`src/rtl/inst_mmu_pkg.sv`:
```
// Shared constants and types for the instruction-fetch memory unit.
// Holds the NOP word, the default outstanding-read depth and the tracker entry layout.
package inst_mmu_pkg;

    localparam logic [31:0] NOP_INSN      = 32'h0000_0013;
    localparam int          DEFAULT_DEPTH = 4;

    // One outstanding read: the original fetch address plus a flag set when a flush orphans it.
    typedef struct packed {
        logic        stale;
        logic [31:0] addr;
    } req_entry_t;

    function automatic logic [31:0] align_word(input logic [31:0] addr);
        return {addr[31:2], 2'b00};
    endfunction

endpackage

```
`src/rtl/inst_req_fifo.sv`:
```
// Outstanding-read tracker: in-order FIFO of {stale, addr} entries.
// mark_stale tags every live entry, including one being written in the same cycle.
module inst_req_fifo
    import inst_mmu_pkg::*;
#(
    parameter int DEPTH = DEFAULT_DEPTH,
    localparam int PTR_W = $clog2(DEPTH),
    localparam int CNT_W = $clog2(DEPTH) + 1
) (
    input  logic             CLK,
    input  logic             RST,
    input  logic             push,
    input  logic [31:0]      push_addr,
    input  logic             pop,
    input  logic             mark_stale,
    output req_entry_t       head,
    output logic [CNT_W-1:0] count,
    output logic             full,
    output logic             empty
);

    logic [31:0]      addr_mem [DEPTH];
    logic [DEPTH-1:0] valid_q;
    logic [DEPTH-1:0] stale_q;
    logic [PTR_W-1:0] wr_ptr;
    logic [PTR_W-1:0] rd_ptr;
    logic             push_ok;
    logic             pop_ok;

    assign full    = (count == CNT_W'(DEPTH));
    assign empty   = (count == '0);
    assign push_ok = push && !full;
    assign pop_ok  = pop && !empty;

    assign head.stale = stale_q[rd_ptr];
    assign head.addr  = addr_mem[rd_ptr];

    always_ff @(posedge CLK) begin
        if (RST) begin
            wr_ptr  <= '0;
            rd_ptr  <= '0;
            count   <= '0;
            valid_q <= '0;
            stale_q <= '0;
        end else begin
            for (int i = 0; i < DEPTH; i++) begin
                if (mark_stale && valid_q[i]) begin
                    stale_q[i] <= 1'b1;
                end
            end
            if (pop_ok) begin
                valid_q[rd_ptr] <= 1'b0;
                rd_ptr          <= rd_ptr + 1'b1;
            end
            // Later assignment wins, so a new entry picks up the flush tag directly.
            if (push_ok) begin
                valid_q[wr_ptr] <= 1'b1;
                stale_q[wr_ptr] <= mark_stale;
                wr_ptr          <= wr_ptr + 1'b1;
            end
            case ({push_ok, pop_ok})
                2'b10:   count <= count + 1'b1;
                2'b01:   count <= count - 1'b1;
                default: count <= count;
            endcase
        end
    end

    always_ff @(posedge CLK) begin
        if (push_ok) begin
            addr_mem[wr_ptr] <= push_addr;
        end
    end

endmodule

```
`src/rtl/inst_mmu.sv`:
```
// Instruction-fetch bridge: turns fetch requests into bus reads and returns words in order.
// Handshakes: a bus beat transfers when valid && ready on a rising CLK edge; valid never drops before that.
module inst_mmu
    import inst_mmu_pkg::*;
#(
    parameter int DEPTH = DEFAULT_DEPTH
) (
    input  logic        CLK,
    input  logic        RST,
    input  logic        FLUSH,
    output logic        MEM_WAIT,
    input  logic        INST_RDEN,
    input  logic [31:0] INST_RIADDR,
    output logic        INST_RVALID,
    output logic [31:0] INST_ROADDR,
    output logic [31:0] INST_RDATA,
    output logic        MEM_ARVALID,
    input  logic        MEM_ARREADY,
    output logic [31:0] MEM_ARADDR,
    input  logic        MEM_RVALID,
    output logic        MEM_RREADY,
    input  logic [31:0] MEM_RDATA,
    output logic        ERR
);

    localparam int CNT_W = $clog2(DEPTH) + 1;

    logic             accept;
    logic             pop;
    logic             fifo_full;
    logic             fifo_empty;
    logic [CNT_W-1:0] req_count;
    req_entry_t       head;

    assign MEM_RREADY = 1'b1;
    assign MEM_WAIT   = (MEM_ARVALID && !MEM_ARREADY) || fifo_full;
    assign accept     = INST_RDEN && !MEM_WAIT && !FLUSH;
    assign pop        = MEM_RVALID && !fifo_empty;

    inst_req_fifo #(
        .DEPTH(DEPTH)
    ) u_req_fifo (
        .CLK        (CLK),
        .RST        (RST),
        .push       (accept),
        .push_addr  (INST_RIADDR),
        .pop        (pop),
        .mark_stale (FLUSH),
        .head       (head),
        .count      (req_count),
        .full       (fifo_full),
        .empty      (fifo_empty)
    );

    // Read-address channel; accept is only possible when the slot is empty or handshaking now.
    always_ff @(posedge CLK) begin
        if (RST) begin
            MEM_ARVALID <= 1'b0;
            MEM_ARADDR  <= '0;
        end else if (accept) begin
            MEM_ARVALID <= 1'b1;
            MEM_ARADDR  <= align_word(INST_RIADDR);
        end else if (MEM_ARREADY) begin
            MEM_ARVALID <= 1'b0;
        end
    end

    // A word popped in a flush cycle is discarded just like an already-stale one.
    always_ff @(posedge CLK) begin
        if (RST) begin
            INST_RVALID <= 1'b0;
            INST_ROADDR <= '0;
            INST_RDATA  <= NOP_INSN;
        end else begin
            INST_RVALID <= pop && !head.stale && !FLUSH;
            if (pop && !head.stale && !FLUSH) begin
                INST_ROADDR <= head.addr;
                INST_RDATA  <= MEM_RDATA;
            end
        end
    end

    always_ff @(posedge CLK) begin
        if (RST) begin
            ERR <= 1'b0;
        end else if (MEM_RVALID && fifo_empty) begin
            ERR <= 1'b1;
        end
    end

endmodule

```
`config.mk`:
```
export PLATFORM = sky130hd
export DESIGN_NAME = inst_mmu
export DESIGN_NICKNAME = d
export VERILOG_FILES = /design/src/rtl/inst_mmu_pkg.sv /design/src/rtl/inst_req_fifo.sv /design/src/rtl/inst_mmu.sv
export SDC_FILE = /design/constraint.sdc
export NUM_CORES = 1
export LEC_CHECK = 0
export CAP_MARGIN = 20
export CORE_ASPECT_RATIO = 1.4
export CORE_MARGIN = 2
export CORE_UTILIZATION = 48
export DETAILED_ROUTE_END_ITERATION = 7
export PLACE_DENSITY = 0.87
export SYNTH_ARGS = -nofsm -noshare
export SYNTH_HDL_FRONTEND = slang
export SYNTH_SLANG_ARGS = --single-unit
```
`constraint.sdc`:
```
create_clock -name CLK -period 2.4 [get_ports CLK]
set_input_delay 0.48 -clock CLK [delete_from_list [all_inputs] [get_ports CLK]]
set_output_delay 0.48 -clock CLK [all_outputs]
set_load 0.02 [all_outputs]
```
# Yosys cells after proc, flatten, opt, wreduce, memory -nomap -nowiden
# Memories as Yosys holds them, arrays and structs flattened. A register that Yosys moved wholly into a read port is not among the register bits.
# Index checks and enable logic that the tools add are counted.
# classes
add_sub_neg,4
order_cmp,4
eq_ne,3
n_mux,24
bitwise,3
reduce_logical,25
# ops
cell,count
$mux 4,4
$logic_and 1x1->1,15
$mux 1,15
$logic_not 1->1,6
$lt 2x3->1 const B,2
$pmux 3 s2,1
$add 2x1->2 const B,2
$and 4x4->4,1
$bwmux 4,1
$demux 1 s2,2
$ge 2x1->1 const B,2
$not 4->4,1
$or 4x4->4,1
$reduce_bool 2->1,2
$add 3x1->3 const B,1
$eq 3x3->1 const B,1
$logic_not 3->1,1
$sub 3x1->3 const B,1
$bmux 1 s2,1
$eq 2x1->1 const B,1
$eq 2x2->1 const B,1
$logic_or 1x1->1,1
# totals
reg_bits,80
ram_bits,128
n_memories,1
# mem_list
name,depth,word_bits,read_ports,rd_ports_with_merged_regs,wr,line_no,rtl
u_req_fifo.addr_mem,4,32,1,1,1,inst_req_fifo.sv:22,logic [31:0] addr_mem [DEPTH];

# Longest topological paths before layout
# depth
word_depth,10
depth_mapped,11
mapped_depth_nobuf,9

# Cells and area by module
# Synthesis repeated with hierarchy kept, for this count alone.
# hier_totals
hier_cells,691
hier_area_um2,9210.1
# by_module_without_submodules
mod,n_inst,cells_per_inst,area_each_um2,seq_area_each_um2
inst_req_fifo,1,265,5505.3,4184.0
inst_mmu,1,426,3704.8,1941.9

# Least setup slack after synthesis
# OpenSTA, ideal clock, no wires.
# synth_timing
path_type,input to register
start,in FLUSH
end,reg u_req_fifo.count[2]
setup_time_ns,0.070
arrival_ns,2.403
slack_ns,-0.074
cell_stages,11
cell_sequence,clkbuf_1 nand2b_1 clkbuf_1 nor3_1 inv_1 ha_1 inv_1 fa_1 xor2_1 or3_1 a21oi_1
# synth_between
elab_chain_cells,5
# synth_rtl
element,line_no,rtl
from (decl),inst_mmu.sv:10,"input logic FLUSH,"
$logic_not 1->1 *,inst_mmu.sv:37,assign accept = INST_RDEN && !MEM_WAIT && !FLUSH;
$logic_and 1x1->1 *,inst_mmu.sv:37,
$logic_and 1x1->1 *,inst_req_fifo.sv:32,assign push_ok = push && !full;
$eq 2x1->1 or $eq 2x2->1 (tied branches),inst_req_fifo.sv:61,"case ({push_ok, pop_ok})"
$pmux 3 s2 or $reduce_bool 2->1 (tied branches),--,
to (signal assigned),inst_req_fifo.sv:62,2'b10: count <= count + 1'b1;
to (signal assigned),inst_req_fifo.sv:63,2'b01: count <= count - 1'b1;
to (signal assigned),inst_req_fifo.sv:64,default: count <= count;
to (decl),inst_req_fifo.sv:17,"output logic [CNT_W-1:0] count,"
# Every way passes the cells marked *; elsewhere a longest branch is shown, timed or not.
# A chain may end at the register's enable or synchronous reset.

# Worst setup path in the final report
# layout_timing
start,reg u_req_fifo.count[0]
end,out MEM_WAIT
# layout_between
elab_chain_cells,2
# layout_rtl
element,line_no,rtl
$eq 3x3->1,inst_req_fifo.sv:30,assign full = (count == CNT_W'(DEPTH));
$logic_or 1x1->1,inst_mmu.sv:36,assign MEM_WAIT = (MEM_ARVALID && !MEM_ARREADY) || fifo_full;
to (decl),inst_mmu.sv:11,"output logic MEM_WAIT,"
# No other way between the ends.

==> flow_summary_export.csv <==
group,metric,value,unit
place,dp_slack,-105,ps
logic_synthesis,synthTopCellsByArea,"edfxtp_1 (40%), dfxtp_1 (23%), mux4_2 (7.7%), o31ai_1 (5.0%), a21oi_1 (3.9%)",
cts,cts_max_level,1,
setup_path,startpoint_type,"flip-flop",
final_layout,final_nets,944,
final_layout,diodes,0,
final_layout,layout_common_cells,"clkdlybuf4s50_1 (164), edfxtp_1 (128), dfxtp_1 (110), a21oi_1 (76), o31ai_1 (64)",
power,peakVddDrop,0.739,mV
setup_path,cpPeakStageDelay,520,ps
run,maxCapViolations,0,
cts,clkTransAtPathRegs,70,ps
grt,grt_pass1_vias,6211,
setup_path,worst-path-max-fanout,6,
cts,clk_latency,510,ps
logic_synthesis,ys_warn_count,0,
die,pin_count,171,
detailed_routing,drt-total-wl,22200,µm
sta,min_period,2190,ps
sta,finalSetupViolCount,0,
place,portBuffers,167,
min_path,hp-class,"reg -> reg",
die,die_w,124,µm
sta,hold_viol,0,
sta,finClkSkew,14.1,ps
logic_synthesis,synth_top_area_cell,"edfxtp_1",
sta,fin_crit_sh,0.913,
setup_path,critPathArrivalTime,1710,ps
cts,clock-sinks,240,
setup_path,worstSetupPathType,"reg -> out",
final_layout,layout_commonest_cell,"clkdlybuf4s50_1",
cts,cts_tree,"yes",
grt,antenna_found_initial,0,
cts,cts_post_setup_buffers_inserted,0,
die,dieHeight,172,µm
detailed_routing,drt_first_pass_iters,4,
setup_path,rrSetupSlack,260,ps
grt,grt_max_degree,90,
place,finalWeightedCongestion,0.777,
logic_synthesis,ys_ff_latch,240,
sta,maxSlewViolCount,0,
final_layout,nFillCells,1432,
setup_path,r2r_cells,9,
die,fp.coreArea,19800,µm²
logic_synthesis,postSynthCellCount,714,
sta,relSlewSlack,0.463,
detailed_routing,route.vias.total,6473,
die,rows,61,
logic_synthesis,netlist-cell-type-count,32,
logic_synthesis,netlist.area_leader.share,0.396,
power,power,0.0112,W
power,power.density,895,nW/µm²
sta,finalWorstSetupSlack,209,ps
cts,cts_buffer_depth,3,
logic_synthesis,ys_seq_area_frac,0.628,
min_path,min_path_cells,2,
logic_synthesis,netlist_area,9700,µm²
sta,tightest_slew,806,ps
final_layout,multi_input_area,3230,µm²
grt,grt_pass1_wl,33400,µm
final_layout,drive_gt1_frac,0.126,
cts,clockRootBuffer,"clkbuf_16",
final_layout,area_growth,29.0,%
status,status,"finished clean",
final_layout,seq_area,6090,µm²
die,initial_core_util,0.489,
sta,rsz0062_at_grt,"no",
power,leakage,4.14,nW
detailed_routing,drc,0,
detailed_routing,vias_per_cell,5.71,
detailed_routing,dr.first_iter.drc_count,431,
detailed_routing,wl_per_cell,19.6,µm
die,die_area,21400,µm²
sta,fmax,456,MHz
place,dpl.hpwl,14600,µm
grt,grt_usage,0.202,
cts,cts_buffers,24,
grt,overflow,0,
setup_path,crit_path_end_kind,"output port",
setup_path,required,1920,ps
detailed_routing,ant_nets,0,
logic_synthesis,postSynthAreaPerCell,13.6,µm²
setup_path,crit_chain,"or3b_2, nand2_1, clkbuf_2",
setup_path,crit_slowest_cell,"or3b_2",
-- synth_stat cells --
cell and number:
conb_1 2, nor3_4 1, fa_1 1, buf_6 3
clkbuf_1 48, or3_1 1, o31ai_2 1, mux4_2 33
or4b_1 32, a211oi_1 4, nor2b_1 2, buf_2 9
nor4_1 1, nor3_1 2, xnor2_1 1, nand2_1 1
o21ai_0 5, xor2_1 2, nand4_1 36, edfxtp_1 128
o31ai_1 64, nor2_1 12, buf_4 6, ha_1 9
a21oi_1 76, inv_1 17, nand2b_1 60, or3b_2 1
mux2i_1 33, dfxtp_1 112, nor3b_1 1, buf_1 10
-- final timing paths --
check | to | from
setup reg to reg | u_req_fifo.count[2] | u_req_fifo.count[0]
hold / removal | INST_ROADDR[7] | INST_ROADDR[7]
hold reg to reg | INST_ROADDR[7] | INST_ROADDR[7]
setup / recovery | MEM_WAIT | u_req_fifo.count[0]
-- metal layers --
metal	routed length (µm)	global-route usage
met1	8870	0.257
met2	11400	0.349
met4	479	0.0664
met5	0	0
met3	1440	0.0320
-- cell families (layout without fill, tap and decap cells) --
| family | after synthesis | in the layout | synth area share |
|---|---|---|---|
| muxes | 66 | 66 | 0.111 |
| other | 2 | 3 | 0.000774 |
| xor gates and xnor gates | 3 | 3 | 0.00271 |
| and+or+nand+nor | 150 | 150 | 0.107 |
| buffers and inverters | 93 | 260 | 0.0418 |
| AOI/OAI and AO/OA | 150 | 150 | 0.0957 |
| DFF | 240 | 240 | 0.628 |
| adders and majority gates | 10 | 10 | 0.0137 |
-- repair_timing --
item                       CTS  global route
resized for setup            2             2
setup endpoints to repair    1             1
hold endpoints to repair     0             0
hold buffers                 0             0
-- stage by stage --
step	setup TNS, ps	hold slack (ps)	instances	instance area, µm²	utilization
CTS	0	469	1134	12500	0.631
floorplan	0	454	715	9710	-
finish	0	468	1134	12500	0.630
detailed placement	-131	460	1090	11700	0.590
global placement	0	455	1090	11700	0.590
global route	0	486	1134	12500	0.630
-- worst max-delay path, delay by kind of cell (launching register included) --
kind          cells  cell delay [ps]
buf+inv           1              170
flops             1              400
simple gates      2              630
-- where the power goes --
group	switching, W	internal, W
Sequential	0.000180	0.00462
Combinational	0.00136	0.00124
Clock	0.00149	0.00230
Total	0.00303	0.00816
-- registers in the layout, summed over array words and instances (netlist names) --
signal	flops
ERR	1
INST_RDATA	32
INST_ROADDR	32
INST_RVALID	1
MEM_ARADDR	30
MEM_ARVALID	1
u_req_fifo.addr_mem	128
u_req_fifo.count	3
u_req_fifo.rd_ptr	2
u_req_fifo.stale_q	4
u_req_fifo.valid_q	4
u_req_fifo.wr_ptr	2
-- area by class of cell --
| cell class | instances | area share |
|---|---|---|
| clock buffers | 33 | 0.0540 |
| clock inverters | 11 | 0.0111 |
| inverters | 17 | 0.00510 |
| multi-input cells | 382 | 0.258 |
| flip-flops and latches | 240 | 0.487 |
| well taps | 252 | 0.0252 |
| repair buffers | 199 | 0.160 |
(Power assumes the default switching activity.)
